===== src/rtl/uart_pkg.sv =====
// ---------------------------------------------------------------------------
// uart_pkg
//   Types and helpers shared by the UART receiver and transmitter.
//   - uart_rx_state_t : receiver frame-tracking states
//   - MIN_CPB         : smallest usable clocks-per-bit ratio
//   - cycles_per_bit  : integer clocks per serial bit (truncating divide)
// ---------------------------------------------------------------------------
package uart_pkg;

  typedef enum logic [1:0] {
    IDLE,
    START,
    DATA,
    STOP
  } uart_rx_state_t;

  // Below this ratio there is no room for a distinct mid-bit sample point.
  localparam int MIN_CPB = 4;

  function automatic int cycles_per_bit(input int clk_hz, input int baud);
    return clk_hz / baud;
  endfunction

endpackage


===== src/rtl/uart_rx_if.sv =====
// ---------------------------------------------------------------------------
// uart_rx_if
//   Consumer-side bundle of the UART receiver.
//   rx_data   : received byte, meaningful while rx_valid is high
//   rx_valid  : a byte is held and not yet acknowledged
//   rx_ack    : consumer pops the held byte
//   frame_err : one-cycle pulse, stop bit sampled low
//   overrun   : one-cycle pulse, completed byte dropped
//   master = receiver, slave = consumer.
// ---------------------------------------------------------------------------
interface uart_rx_if;

  logic [7:0] rx_data;
  logic       rx_valid;
  logic       rx_ack;
  logic       frame_err;
  logic       overrun;

  modport master (
    output rx_data,
    output rx_valid,
    output frame_err,
    output overrun,
    input  rx_ack
  );

  modport slave (
    input  rx_data,
    input  rx_valid,
    input  frame_err,
    input  overrun,
    output rx_ack
  );

endinterface


===== src/rtl/sync_2ff.sv =====
// ---------------------------------------------------------------------------
// sync_2ff
//   Two-flop synchronizer bringing an asynchronous level into the clk domain.
//   clk   : destination clock
//   reset : synchronous, active-high; both flops load RESET_VAL
//   d     : asynchronous input
//   q     : synchronized output, two cycles behind d
// ---------------------------------------------------------------------------
module sync_2ff #(
  parameter logic RESET_VAL = 1'b1
) (
  input  logic clk,
  input  logic reset,
  input  logic d,
  output logic q
);

  logic meta;

  // NOTE: non-blocking assignments make both flops sample their inputs at the
  // same edge; blocking ones would collapse the chain into a single flop.
  always_ff @(posedge clk) begin
    if (reset) begin
      meta <= RESET_VAL;
      q    <= RESET_VAL;
    end else begin
      meta <= d;
      q    <= meta;
    end
  end

endmodule


===== src/rtl/uart_rx.sv =====
// ---------------------------------------------------------------------------
// uart_rx
//   8N1 UART receiver. Synchronizes the serial line, finds the start edge,
//   samples each bit at its centre, and holds one received byte until the
//   consumer acknowledges it.
//   CLK_HZ / BAUD : system clock and line rate; CPB = CLK_HZ / BAUD
//   clk           : system clock, rising edge
//   reset         : synchronous, active-high; aborts any frame in progress
//   rx            : asynchronous serial input, idles high
//   bus           : consumer bundle (rx_data, rx_valid, rx_ack,
//                   frame_err, overrun)
// ---------------------------------------------------------------------------
module uart_rx
  import uart_pkg::*;
#(
  parameter int CLK_HZ = 12_000_000,
  parameter int BAUD   = 115_200
) (
  input  logic        clk,
  input  logic        reset,
  input  logic        rx,
  uart_rx_if.master   bus
);

  localparam int CPB   = cycles_per_bit(CLK_HZ, BAUD);
  localparam int HALF  = CPB / 2;
  localparam int CNT_W = $clog2(CPB);

  // Counter values at which the sample is taken. The counter is cleared on
  // the edge that enters a state, so HALF cycles later it reads HALF-1.
  localparam logic [CNT_W-1:0] CNT_HALF = CNT_W'(HALF - 1);
  localparam logic [CNT_W-1:0] CNT_LAST = CNT_W'(CPB - 1);

  if (CPB < MIN_CPB) begin : g_bad_cpb
    $error("uart_rx: CLK_HZ / BAUD must be at least %0d", MIN_CPB);
  end

  logic           rxs;
  logic           rxs_q;
  uart_rx_state_t state;
  logic [CNT_W-1:0] cnt;
  logic [2:0]     bit_cnt;
  logic [7:0]     shreg;
  logic           brk;

  sync_2ff #(
    .RESET_VAL(1'b1)
  ) u_sync (
    .clk  (clk),
    .reset(reset),
    .d    (rx),
    .q    (rxs)
  );

  always_ff @(posedge clk) begin
    if (reset) begin
      state         <= IDLE;
      cnt           <= '0;
      bit_cnt       <= '0;
      shreg         <= '0;
      brk           <= 1'b0;
      rxs_q         <= 1'b1;
      bus.rx_data   <= '0;
      bus.rx_valid  <= 1'b0;
      bus.frame_err <= 1'b0;
      bus.overrun   <= 1'b0;
    end else begin
      rxs_q         <= rxs;
      bus.frame_err <= 1'b0;
      bus.overrun   <= 1'b0;

      // NOTE: a later non-blocking assignment to the same flop in this block
      // wins, so a delivery in the STOP branch overrides this ack-clear.
      if (bus.rx_valid && bus.rx_ack) begin
        bus.rx_valid <= 1'b0;
      end

      case (state)
        IDLE: begin
          if (brk) begin
            // After a framing error the line may sit low (break); wait for
            // it to return high before looking for the next start edge.
            if (rxs) begin
              brk <= 1'b0;
            end
          end else if (rxs_q && !rxs) begin
            state <= START;
            cnt   <= '0;
          end
        end

        START: begin
          if (cnt == CNT_HALF) begin
            cnt     <= '0;
            bit_cnt <= '0;
            // Line already back high at mid start bit: a glitch, not a frame.
            state   <= rxs ? IDLE : DATA;
          end else begin
            cnt <= cnt + 1'b1;
          end
        end

        DATA: begin
          if (cnt == CNT_LAST) begin
            cnt     <= '0;
            shreg   <= {rxs, shreg[7:1]};
            bit_cnt <= bit_cnt + 3'd1;
            if (bit_cnt == 3'd7) begin
              state <= STOP;
            end
          end else begin
            cnt <= cnt + 1'b1;
          end
        end

        STOP: begin
          if (cnt == CNT_LAST) begin
            cnt   <= '0;
            // Returning at mid stop bit leaves half a bit to catch the next
            // start edge of a back-to-back frame.
            state <= IDLE;
            if (rxs) begin
              if (!bus.rx_valid || bus.rx_ack) begin
                bus.rx_data  <= shreg;
                bus.rx_valid <= 1'b1;
              end else begin
                bus.overrun <= 1'b1;
              end
            end else begin
              bus.frame_err <= 1'b1;
              brk           <= 1'b1;
            end
          end else begin
            cnt <= cnt + 1'b1;
          end
        end

        default: state <= IDLE;
      endcase
    end
  end

endmodule


===== src/flat_wrapper.sv =====
// flat-port wrapper written by rule: the top's interface ports become plain ports
module uart_rx_flat import uart_pkg::*;
#(
  parameter int CLK_HZ = 12_000_000,
  parameter int BAUD   = 115_200
)
  (clk, reset, rx, bus_rx_data, bus_rx_valid, bus_frame_err, bus_overrun, bus_rx_ack);
  uart_rx_if bus_i ();
  input  logic clk;
  input  logic reset;
  input  logic rx;
  output wire logic [$bits(bus_i.rx_data)-1:0] bus_rx_data;
  output wire logic [$bits(bus_i.rx_valid)-1:0] bus_rx_valid;
  output wire logic [$bits(bus_i.frame_err)-1:0] bus_frame_err;
  output wire logic [$bits(bus_i.overrun)-1:0] bus_overrun;
  input wire logic [$bits(bus_i.rx_ack)-1:0] bus_rx_ack;
  assign bus_rx_data = bus_i.rx_data;
  assign bus_rx_valid = bus_i.rx_valid;
  assign bus_frame_err = bus_i.frame_err;
  assign bus_overrun = bus_i.overrun;
  assign bus_i.rx_ack = bus_rx_ack;
  uart_rx #(.CLK_HZ(CLK_HZ), .BAUD(BAUD)) u_core (.clk(clk), .reset(reset), .rx(rx), .bus(bus_i));
endmodule

===== config.mk =====
export PLATFORM = sky130hd
export DESIGN_NAME = uart_rx_flat
export DESIGN_NICKNAME = d
export VERILOG_FILES = /design/src/rtl/uart_pkg.sv /design/src/rtl/uart_rx_if.sv /design/src/rtl/sync_2ff.sv /design/src/rtl/uart_rx.sv /design/src/flat_wrapper.sv
export SDC_FILE = /design/constraint.sdc
export NUM_CORES = 1
export LEC_CHECK = 0
export BUFFER_PORTS_ARGS = -buffer_cell sky130_fd_sc_hd__buf_4
export CORE_MARGIN = 4
export CORE_UTILIZATION = 57
export DETAILED_ROUTE_END_ITERATION = 8
export GPL_TIMING_DRIVEN = 1
export HOLD_SLACK_MARGIN = 0.1
export PLACE_DENSITY = 0.81
export SETUP_SLACK_MARGIN = 0.3
export SYNTH_ARGS = -nofsm -noshare
export SYNTH_HDL_FRONTEND = slang
export SYNTH_HIERARCHICAL = 1
export SYNTH_SLANG_ARGS = --single-unit

===== constraint.sdc =====
create_clock -name clk -period 1.9 [get_ports clk]
set_input_delay 0.38 -clock clk [delete_from_list [all_inputs] [get_ports clk]]
set_output_delay 0.38 -clock clk [all_outputs]
set_load 0.05 [all_outputs]

==> out/metrics.cfg, run 1 <==
[run_status]
outcome=finished clean

[flow_run]
drv_cap=0

[routing]
first_iter_violations=40
drc=0
route.vias.total=1261
dr.pass1.iters=4
drt-vias-per-instance=5.89
drt.antenna.violating_nets=0
routed_wl_microns=3280
routedWlPerCell_microns=15.3

[pwr]
power_density_mw_per_mm2=687
internal_power_mw=0.924
p_leak_nw=0.715
comb_power_share_pct=7.4
p_sw_share_pct=25.7
power.switching_mw=0.320
p_clk_share_pct=31.3
seqPwrFrac_pct=61.3
irDropWorstVdd_mv=0.629

[setup_path]
end_kind=register
max_stage_delay_ps=360
crit_cells=6
reg2reg_depth=6
path_class=register to register
endpoint=u_core/cnt[4]
r2r_setup_slack_ps=350
startpoint_type=register
cp.arrival_ps=1810
reg2reg_to=u_core/cnt[4]
path_cells=ha_4, nor4b_2, buf_4, a21oi_4, o21ai_1, a221oi_1
crit_family=compound AO/OA/AOI/OAI gates
critPathMaxFanout=8
critPathRequiredTime_ps=2160
cp.buffers_inverters=1
r2r_start=u_core/cnt[0]
cp-startpoint=u_core/cnt[0]
slowest_stage=dfxtp_2

[logic_synthesis]
synth_edf_count=0
synth_cell_types=43
syn_inst=163
synthArstFlopShare_pct=0
ys_ff_latch=35
netlist_area_sq_mm=0.00151
synthesis.nets=170
syn_area_per_cell_sq_um=9.27
synthFlopType=dfxtp_1
ys_warn_count=6
yosysSeqAreaShare_pct=46.4

[timing]
worst_pin_slew_ps=492
fin_tns_setup_ps=0
drv_slew=0
setup_viol=0
fmax_ghz=0.645
final_hold_viol_count=0
period_needed_ps=1550
fin_skew_ps=6.74
finalCritPeriodShare_pct=81.5
fin_ws_ps=351
rsz0062_at_grt=true
slew_headroom_pct=67.2

[global_route]
track_usage_pct=20.6
antenna_found_initial=0
overflow=0
grt_pass1_vias=1266
grt_max_degree=36
grt_pass1_wl_microns=5420

[final_layout]
register_area_sq_um=711
layout.nets=190
n_antenna_cell=0
final_area_sq_mm=0.00181
finish.utilization_pct=72.4
areaGrowthSynthToFinish_pct=19.8
fillCellCount=185
multiInputGateArea_sq_um=821
final-instance-count-excl-fill=214
drive_gt1_share_pct=27.7

[floorplanning]
start_util_pct=60.4
die_w_microns=59.5
pin_count=15
row_count=18
core_area_sq_mm=0.00250
dieArea_sq_mm=0.00354
die_h_microns=59.5

[clock_network]
cts_tree=built
insertion_delay_ps=350
clock_sinks=35
numCtsBuffers=5
cts-root-buf=clkbuf_4
clkSlewWorstSetupHoldPaths_ps=100
cts_buffer_depth=2
htreeDepth=2

[place]
dp_cells=204
dp_hpwl_microns=2190
port_buffers=14
routabilityCongestion=0.872
place_ws_ps=205
place_area_sq_mm=0.00166

[worst_hold_path]
hp-class=input port to register

==> worst register-to-register path, cell delays in order (launching register included) <==
cell and delay (ps):
dfxtp_2 360, ha_4 170, nor4b_2 150, buf_4 170
a21oi_4 230, o21ai_1 90, a221oi_1 290
==> synth_stat cells, types with 3 or more instances <==
master    count  area, sq um
mux2i_1      16          160
dfxtp_1      35          701
o21ai_1       4         20.0
ha_1          3         37.5
a21oi_1      13         65.1
clkbuf_1      3         11.3
nand3_1       6         30.0
buf_2         4         20.0
nor3_1        5         25.0
inv_1         6         22.5
nor2_1       23         86.3
nand2_1       5         18.8
==> state kept, by name, summed over array words and instances, names as in the netlist, named ones only <==
signal / flops
u_core/bit_cnt: 3
u_core/brk: 1
u_core/bus.frame_err: 1
u_core/bus.overrun: 1
u_core/bus.rx_data: 8
u_core/bus.rx_valid: 1
u_core/cnt: 7
u_core/rxs_q: 1
u_core/shreg: 8
u_core/state: 1
u_core/u_sync/meta: 1
u_core/u_sync/q: 1
==> final cells by class <==
class,instances,area share [%]
Multi-Input combinational cell,113,45.4
Sequential cell,35,39.3
Timing Repair Buffer,21,8.92
Clock buffer,5,2.07
Tap cell,30,2.07
Inverter,7,1.45
Clock inverter,3,0.830
==> cell usage in the layout (no fill, tap or decap), types with 2 or more instances in the layout <==
cell	instances
a21oi_4	2
nand2_1	4
clkbuf_4	5
o21ai_1	4
dfxtp_2	8
nand2b_1	2
or3_1	2
o22ai_1	2
dfxtp_1	27
a21oi_1	13
o21ai_0	2
ha_1	2
or4_1	2
clkinv_2	3
o31ai_1	2
or2_1	2
inv_1	6
nand3_1	6
a31oi_1	2
nor2_1	23
nor3_1	5
mux2i_1	16
buf_4	20
==> worst min-delay path by stage <==
stage                                     to               start  cells after the start
final                     u_core/u_sync/meta                  rx                      2
after global routing      u_core/u_sync/meta                  rx                      2
after CTS                 u_core/u_sync/meta                  rx                      2
after detailed placement     u_core/u_sync/q  u_core/u_sync/meta                      1
after global placement       u_core/u_sync/q  u_core/u_sync/meta                      1
after floorplan              u_core/u_sync/q  u_core/u_sync/meta                      1
==> per-stage QoR <==
step | power (mW) | hold WS, ps
floorplan | 0.827 | 385
global placement | 0.847 | 392
detailed placement | 0.852 | 411
CTS | 1.24 | 201
global route | 1.30 | 194
finish | 1.24 | 216
==> kinds of logic (layout without fill, tap and decap cells) <==
kind of cell	after synthesis	after routing	synth area share [%]
AND/OR/NAND/NOR	59	59	21.1
multiplexers	16	16	10.6
adder cells (fa/ha/maj)	3	3	2.49
flip-flops	35	35	46.4
AO/OA/AOI/OAI	35	35	15.3
buffers and inverters	15	36	4.06
==> layer usage <==
metal / track usage (%) / share of wire, % / vias up
met5: 0 / 0 / -
met4: 9.71 / 1.9 / 0
met3: 8.28 / 4.7 / 7
met2: 35.3 / 52 / 32
met1: 21.9 / 42 / 600
li1: - / - / 622
==> power groups by stage <==
stage	sequential [mW]	clock (mW)	combinational (mW)
after global placement	0.775	0	0.0718
after global routing	0.765	0.439	0.100
after floorplan	0.765	0	0.0617
after detailed placement	0.777	0	0.0757
final	0.763	0.389	0.0916
after CTS	0.763	0.398	0.0807
==> timing repair <==
item / 4_1_cts / 5_1_grt
setup buffers: 0 / 2
resized for setup: 8 / 12
setup endpoints to repair: 14 / 25
pin swaps: 1 / 2
hold buffers: 0 / 0
(Power assumes the default switching activity.)
==> run 2: changes to the inputs <==
--- a/config.mk
+++ b/config.mk
@@ -5,13 +5,14 @@
 export SDC_FILE = /design/constraint.sdc
 export NUM_CORES = 1
 export LEC_CHECK = 0
+export ABC_AREA = 1
 export BUFFER_PORTS_ARGS = -buffer_cell sky130_fd_sc_hd__buf_4
 export CORE_MARGIN = 4
-export CORE_UTILIZATION = 57
+export CORE_UTILIZATION = 51
 export DETAILED_ROUTE_END_ITERATION = 8
 export GPL_TIMING_DRIVEN = 1
 export HOLD_SLACK_MARGIN = 0.1
-export PLACE_DENSITY = 0.81
+export PLACE_DENSITY = 0.77
 export SETUP_SLACK_MARGIN = 0.3
 export SYNTH_ARGS = -nofsm -noshare
 export SYNTH_HDL_FRONTEND = slang
==> constraint.sdc (replaced) <==
create_clock -name clk -period 1.35 [get_ports clk]
set_input_delay 0.27 -clock clk [delete_from_list [all_inputs] [get_ports clk]]
set_output_delay 0.27 -clock clk [all_outputs]
set_load 0.05 [all_outputs]
==> run 2 against run 1 <==
  * Sequential power up 39%
  * Flip-flop and latch count unchanged
  * The flow now finishes with violations (setup timing)
  * Count of clock-buffer cells in the layout unchanged
  * Power up 64%
  * Global-route usage down 0.15 points
  * Largest power group unchanged
  * Cell count up 36%
  * Critical path depth up 2
  * Clock skew about the same
  * Non-clock buffer count up 25
==> out/metrics.cfg, run 2 <==
[logic_synthesis]
yosysSeqAreaShare_pct=44.8  ; was 46.4%
synthFlopType=dfxtp_1  ; unchanged
synth_cell_types=29  ; was 43
netlist_area_sq_mm=0.00157  ; was 0.00151 sq mm
synth_edf_count=0  ; unchanged
syn_inst=211  ; was 163
synthArstFlopShare_pct=0  ; unchanged
synth_most_common_cell=nand2_1  ; was dfxtp_1
yosys.area.top_type=dfxtp_1  ; unchanged
synthesis.nets=218  ; was 170
ys_warn_count=6  ; unchanged
synth_area_leaders=dfxtp_1 45%, nand2_1 15%, a21oi_1 7.4%  ; was dfxtp_1 46%, mux2i_1 11%, nor2_1 5.7%
ys_ff_latch=35  ; unchanged
synth_top_area_share_pct=44.8  ; was 46.4%
synth_common_cells=62 x nand2_1, 35 x dfxtp_1, 23 x a21oi_1  ; was 35 x dfxtp_1, 23 x nor2_1, 16 x mux2i_1
syn_area_per_cell_sq_um=7.42  ; was 9.27 sq um

[timing]
fin_skew_ps=6.77  ; was 6.74 ps
rsz0062_at_grt=true  ; unchanged
finalCritPeriodShare_pct=105  ; was 81.5%
period_needed_ps=1410  ; was 1550 ps
setup_viol=12  ; was 0
fmax_ghz=0.707  ; was 0.645 GHz
worst_pin_slew_ps=283  ; was 492 ps
fin_ws_ps=-64.4  ; was 351 ps
drv_slew=0  ; unchanged
slew_headroom_pct=81.1  ; was 67.2%
fin_hold_ws_ps=315  ; was 216 ps
final_hold_viol_count=0  ; unchanged
fin_tns_setup_ps=-360  ; was 0 ps

[final_layout]
layout.nets=265  ; was 190
final-instance-count-excl-fill=290  ; was 214
n_antenna_cell=0  ; unchanged
areaGrowthSynthToFinish_pct=48.6  ; was 19.8%
finish.utilization_pct=81.5  ; was 72.4%
mostFrequentLayoutCell=nand2_1  ; was dfxtp_1
final_area_sq_mm=0.00233  ; was 0.00181 sq mm
reg_top3=u_core/bus.rx_data x8, u_core/shreg x8, u_core/cnt x7  ; unchanged
drive_gt1_share_pct=50.2  ; was 27.7%
layout_common_cells=46 x nand2_1, 28 x buf_4, 19 x dfxtp_2, 17 x inv_1, 17 x a21oi_1  ; was 27 x dfxtp_1, 23 x nor2_1, 20 x buf_4, 16 x mux2i_1, 13 x a21oi_1

[global_route]
grt_pass1_vias=1500  ; was 1266
grtUsageMet3_pct=4.97  ; was 8.28%
grt_max_degree=20  ; was 36
track_usage_pct=20.5  ; was 20.6%
grt_pass1_wl_microns=6540  ; was 5420 microns
overflow=0  ; unchanged
busiest_layer=met2  ; unchanged
antenna_found_initial=0  ; unchanged
grtUsageMet2_pct=32.7  ; was 35.3%
gr-usage-met1_pct=25.7  ; was 21.9%

[flow_run]
drv_cap=0  ; unchanged

[setup_path]
cp.buffers_inverters=2  ; was 1
r2r_setup_slack_ps=-60  ; was 350 ps
max_stage_delay_ps=370  ; was 360 ps
slowest_stage=dfxtp_2  ; unchanged
cp.arrival_ps=1680  ; was 1810 ps
end_kind=register  ; unchanged
path_class=register to register  ; unchanged
critPathRequiredTime_ps=1620  ; was 2160 ps
startpoint_type=register  ; unchanged
critPathMaxFanout=4  ; was 8
crit_family=simple AND/OR/NAND/NOR gates  ; was compound AO/OA/AOI/OAI gates
path_cells=ha_4, nand2_4, inv_4, nand3_4, nor2_4, buf_6, nand4_1, a21oi_1  ; was ha_4, nor4b_2, buf_4, a21oi_4, o21ai_1, a221oi_1

[routing]
drt-vias-per-instance=5.48  ; was 5.89
dr.pass1.iters=5  ; was 4
drt.antenna.violating_nets=0  ; unchanged
routed_wl_microns=4340  ; was 3280 microns
route.vias.total=1588  ; was 1261
routedWlPerCell_microns=15.0  ; was 15.3 microns
first_iter_violations=123  ; was 40
drc=0  ; unchanged

[place]
routabilityCongestion=0.857  ; was 0.872
place_ws_ps=-19.0  ; was 205 ps
dp_hpwl_microns=2330  ; was 2190 microns
place_area_sq_mm=0.00185  ; was 0.00166 sq mm
port_buffers=14  ; unchanged
dp_cells=267  ; was 204

[floorplanning]
start_util_pct=54.9  ; was 60.4%
dieArea_sq_mm=0.00402  ; was 0.00354 sq mm
die_h_microns=63.4  ; was 59.5 microns
core_area_sq_mm=0.00285  ; was 0.00250 sq mm
die_w_microns=63.4  ; was 59.5 microns
row_count=19  ; was 18
pin_count=15  ; unchanged

[clock_network]
insertion_delay_ps=340  ; was 350 ps
clkSlewWorstSetupHoldPaths_ps=110  ; was 100 ps
htreeDepth=2  ; unchanged
cts-root-buf=clkbuf_4  ; unchanged
cts_tree=built  ; unchanged
clock_sinks=35  ; unchanged
numCtsBuffers=5  ; unchanged
cts_buffer_depth=2  ; unchanged

[run_status]
failed_checks=setup timing
outcome=finished with violations  ; was finished clean

[worst_hold_path]
hp-class=input port to register  ; unchanged

[pwr]
power_density_mw_per_mm2=875  ; was 687 mW/mm^2
p_leak_nw=1.05  ; was 0.715 nW
irDropWorstVdd_mv=0.681  ; was 0.629 mV
power_mw=2.03  ; was 1.24 mW

run 2: changes by cell type after synthesis, sizes merged, moves of 7 or more:
cell / before / now
nand2: 5 / 64
mux2i: 16 / 0
nand4: 2 / 10
inv: 7 / 23
nor2: 23 / 16
a21oi: 15 / 24
run 2: where the power goes:
group | switching, mW | internal [mW] | total (mW)
Clock | 0.367 | 0.389 | 0.756
Sequential | 0.0147 | 1.05 | 1.06
Combinational | 0.128 | 0.0868 | 0.215
Total | 0.510 | 1.52 | 2.03
run 2: cell families (layout without fill, tap and decap cells):
group	Yosys count	count (layout)	share of synthesized area (%)
buffers and inverters	31	79	9.19
AO/OA/AOI/OAI	37	37	12.7
adder cells (fa/ha/maj)	3	3	2.40
AND/OR/NAND/NOR	105	105	30.9
flip-flops	35	35	44.8
run 2: repair_timing:
| action | 4_1_cts | 5_1_grt |
|---|---|---|
| gates resized for setup | 50 | 43 |
| pin swaps | 6 | 16 |
| cloned | 1 | 0 |
| buffers inserted | 6 | 7 |
| endpoints found under the setup margin | 43 | 43 |
| endpoints found under the hold margin | 1 | 0 |
| hold buffers | 1 | 0 |
run 2: routing by layer:
layer	up-vias	share of wire [%]
met5	-	0
met4	0	2.2
met3	13	5.1
met2	56	49
met1	738	43
li1	781	-
run 2: worst paths after layout:
check,start,cells after the start,to
max,u_core/cnt[1],8,u_core/bus.rx_data[7]
min,reset,3,u_core/bus.rx_data[4]
min reg2reg,u_core/u_sync/meta,2,u_core/u_sync/q
max reg2reg,u_core/cnt[1],8,u_core/bus.rx_data[7]
run 2: tightest hold or removal path, stage by stage:
cell and delay, ps:
buf_4 80, buf_4 220, a21oi_1 60
run 2: final cells by class:
type                       count  area (sq um)
inverter                      24          97.6
fill                         155           527
timing repair inverter         1          5.00
sequential                    35           724
clock inverter                 3          43.8
multi-input combinational    145           930
clock buffer                   5          37.5
tap                           31          38.8
timing repair buffer          46           449
==> run 3: changes to the inputs <==
--- a/config.mk
+++ b/config.mk
@@ -5,13 +5,12 @@
 export SDC_FILE = /design/constraint.sdc
 export NUM_CORES = 1
 export LEC_CHECK = 0
-export ABC_AREA = 1
 export BUFFER_PORTS_ARGS = -buffer_cell sky130_fd_sc_hd__buf_4
 export CORE_MARGIN = 4
 export CORE_UTILIZATION = 51
 export DETAILED_ROUTE_END_ITERATION = 8
 export GPL_TIMING_DRIVEN = 1
-export HOLD_SLACK_MARGIN = 0.1
+export HOLD_SLACK_MARGIN = 0.02
 export PLACE_DENSITY = 0.77
 export SETUP_SLACK_MARGIN = 0.3
 export SYNTH_ARGS = -nofsm -noshare
==> run 3 against run 2 <==
  * The flow still finishes with violations (setup timing)
  * Register-to-register slack lost 120 ps
  * Critical path depth shrank 3
  * Sequential share of layout area grew 0.96 points
  * Largest power group unchanged
==> out/metrics.cfg, run 3 (synthesis results as in run 1) <==
[global_route]
grt_pass1_wl_microns=6930  ; was 6540 microns
track_usage_pct=22.9  ; was 20.5%
grt_pass1_vias=1413  ; was 1500
overflow=0  ; unchanged
antenna_found_initial=0  ; unchanged
grt_max_degree=36  ; was 20

[routing]
routedWlPerCell_microns=18.2  ; was 15.0 microns
routed_wl_microns=4390  ; was 4340 microns
drt-vias-per-instance=5.97  ; was 5.48
drt.antenna.violating_nets=0  ; unchanged
route.vias.total=1438  ; was 1588
drc=0  ; unchanged
first_iter_violations=141  ; was 123
dr.pass1.iters=4  ; was 5

[place]
dp_hpwl_microns=2500  ; was 2330 microns
port_buffers=14  ; unchanged
routabilityCongestion=0.956  ; was 0.857
place_area_sq_mm=0.00185  ; unchanged

[timing]
fmax_ghz=0.650  ; was 0.707 GHz
drv_slew=0  ; unchanged
worst_pin_slew_ps=408  ; was 283 ps
period_needed_ps=1540  ; was 1410 ps
rsz0062_at_grt=true  ; unchanged
fin_skew_ps=8.12  ; was 6.77 ps
fin_ws_ps=-188  ; was -64.4 ps
finalCritPeriodShare_pct=114  ; was 105%
final_hold_viol_count=0  ; unchanged
setup_viol=30  ; was 12
slew_headroom_pct=72.7  ; was 81.1%

[setup_path]
max_stage_delay_ps=370  ; about the same
startpoint_type=register  ; unchanged
cp.arrival_ps=1780  ; was 1680 ps
slowest_stage=dfxtp_2  ; unchanged
critPathMaxFanout=5  ; was 4
path_class=register to register  ; unchanged
path_cells=ha_4, nor4b_4, nand4_1, nand3_1, a21oi_1  ; was ha_4, nand2_4, inv_4, nand3_4, nor2_4, buf_6, nand4_1, a21oi_1
r2r_start=u_core/cnt[1]  ; unchanged
critPathRequiredTime_ps=1590  ; was 1620 ps
end_kind=register  ; unchanged
cp-startpoint=u_core/cnt[1]  ; unchanged
r2r_setup_slack_ps=-190  ; was -60 ps

[clock_network]
insertion_delay_ps=350  ; was 340 ps
clock_sinks=35  ; unchanged
cts_tree=built  ; unchanged
numCtsBuffers=5  ; unchanged
cts_buffer_depth=2  ; unchanged
clkSlewWorstSetupHoldPaths_ps=110  ; about the same
htreeDepth=2  ; unchanged
cts-root-buf=clkbuf_4  ; unchanged

[floorplanning]
die_w_microns=62.4  ; was 63.4 microns
die_h_microns=62.4  ; was 63.4 microns
pin_count=15  ; unchanged
start_util_pct=54.3  ; was 54.9%
core_area_sq_mm=0.00278  ; was 0.00285 sq mm
row_count=19  ; unchanged
dieArea_sq_mm=0.00390  ; was 0.00402 sq mm

[final_layout]
register_area_sq_um=733  ; was 724 sq um
reg_top3=u_core/bus.rx_data x8, u_core/shreg x8, u_core/cnt x7  ; unchanged
layout.nets=216  ; was 265
fillCellCount=154  ; was 155
layout_common_cells=29 x buf_4, 23 x nor2_1, 20 x dfxtp_2, 16 x mux2i_1  ; was 46 x nand2_1, 28 x buf_4, 19 x dfxtp_2, 17 x inv_1, 17 x a21oi_1
final_area_sq_mm=0.00228  ; was 0.00233 sq mm
multiInputGateArea_sq_um=920  ; was 930 sq um
areaGrowthSynthToFinish_pct=51.2  ; was 48.6%
mostFrequentLayoutCell=buf_4  ; was nand2_1
n_antenna_cell=0  ; unchanged
drive_gt1_share_pct=49.0  ; was 50.2%

[worst_hold_path]
hp-class=input port to register  ; unchanged
hp-start=rx  ; was reset

[run_status]
outcome=finished with violations  ; unchanged
failed_checks=setup timing  ; unchanged

[pwr]
power_mw=2.04  ; was 2.03 mW
power_density_mw_per_mm2=892  ; was 875 mW/mm^2
irDropWorstVdd_mv=1.16  ; was 0.681 mV
p_leak_nw=0.924  ; was 1.05 nW

[flow_run]
drv_cap=0  ; unchanged

## run 3: path summary, 6_finish.rpt
| path | endpoint | cells past startpoint |
|---|---|---|
| setup / recovery | u_core/bit_cnt[1] | 5 |
| hold / removal | u_core/u_sync/meta | 2 |
| setup reg to reg | u_core/bit_cnt[1] | 5 |
| hold reg to reg | u_core/u_sync/q | 1 |
## run 3: report_power, final
group	switching (mW)	internal [mW]
sequential	0.0132	1.04
combinational	0.104	0.0710
clock	0.368	0.437
## run 3: final cells by class
type,instances,area share [%]
multi-input combinational,113,40.3
sequential,35,32.1
timing repair buffer,47,21.0
clock buffer,6,2.25
tap,31,1.70
clock inverter,2,1.53
inverter,7,1.15
## run 3: worst max-delay path, delay by kind of cell (launching register included)
family                     cells  cell delay (ps)
adders and majority gates      1              170
AOI/OAI and AO/OA              1               80
and+or+nand+nor                3              810
DFF                            1              370
## run 3: routing by layer
metal	vias up	track usage (%)	part of all wire, %
met5	-	0	0
met4	0	17.2	4.7
met3	15	5.76	4.9
met2	55	37.4	53
met1	694	25.1	38
li1	674	-	-
## run 3: repair_timing
| action | in CTS | in global routing |
|---|---|---|
| hold buffers | 0 | 0 |
| pin swaps | 9 | 6 |
| gates resized for setup | 51 | 12 |
| gates cloned | 0 | 1 |
| endpoints found under the setup margin | 43 | 43 |
| buffers inserted | 7 | 4 |
## run 3: through the flow
stage          TNS [ps]  hold slack, ps  setup WS, ps  cells  util (%)
5_1_grt           -5380             101          -274    241      82.1
4_1_cts           -1950            97.7          -135    236      78.3
3_5_place_dp      -1870             406          -153    221      66.6
3_3_place_gp      -1130             390          -119    221      66.6
6_report          -3130             102          -188    241      82.1
2_1_floorplan      -442             347         -41.4    163         -
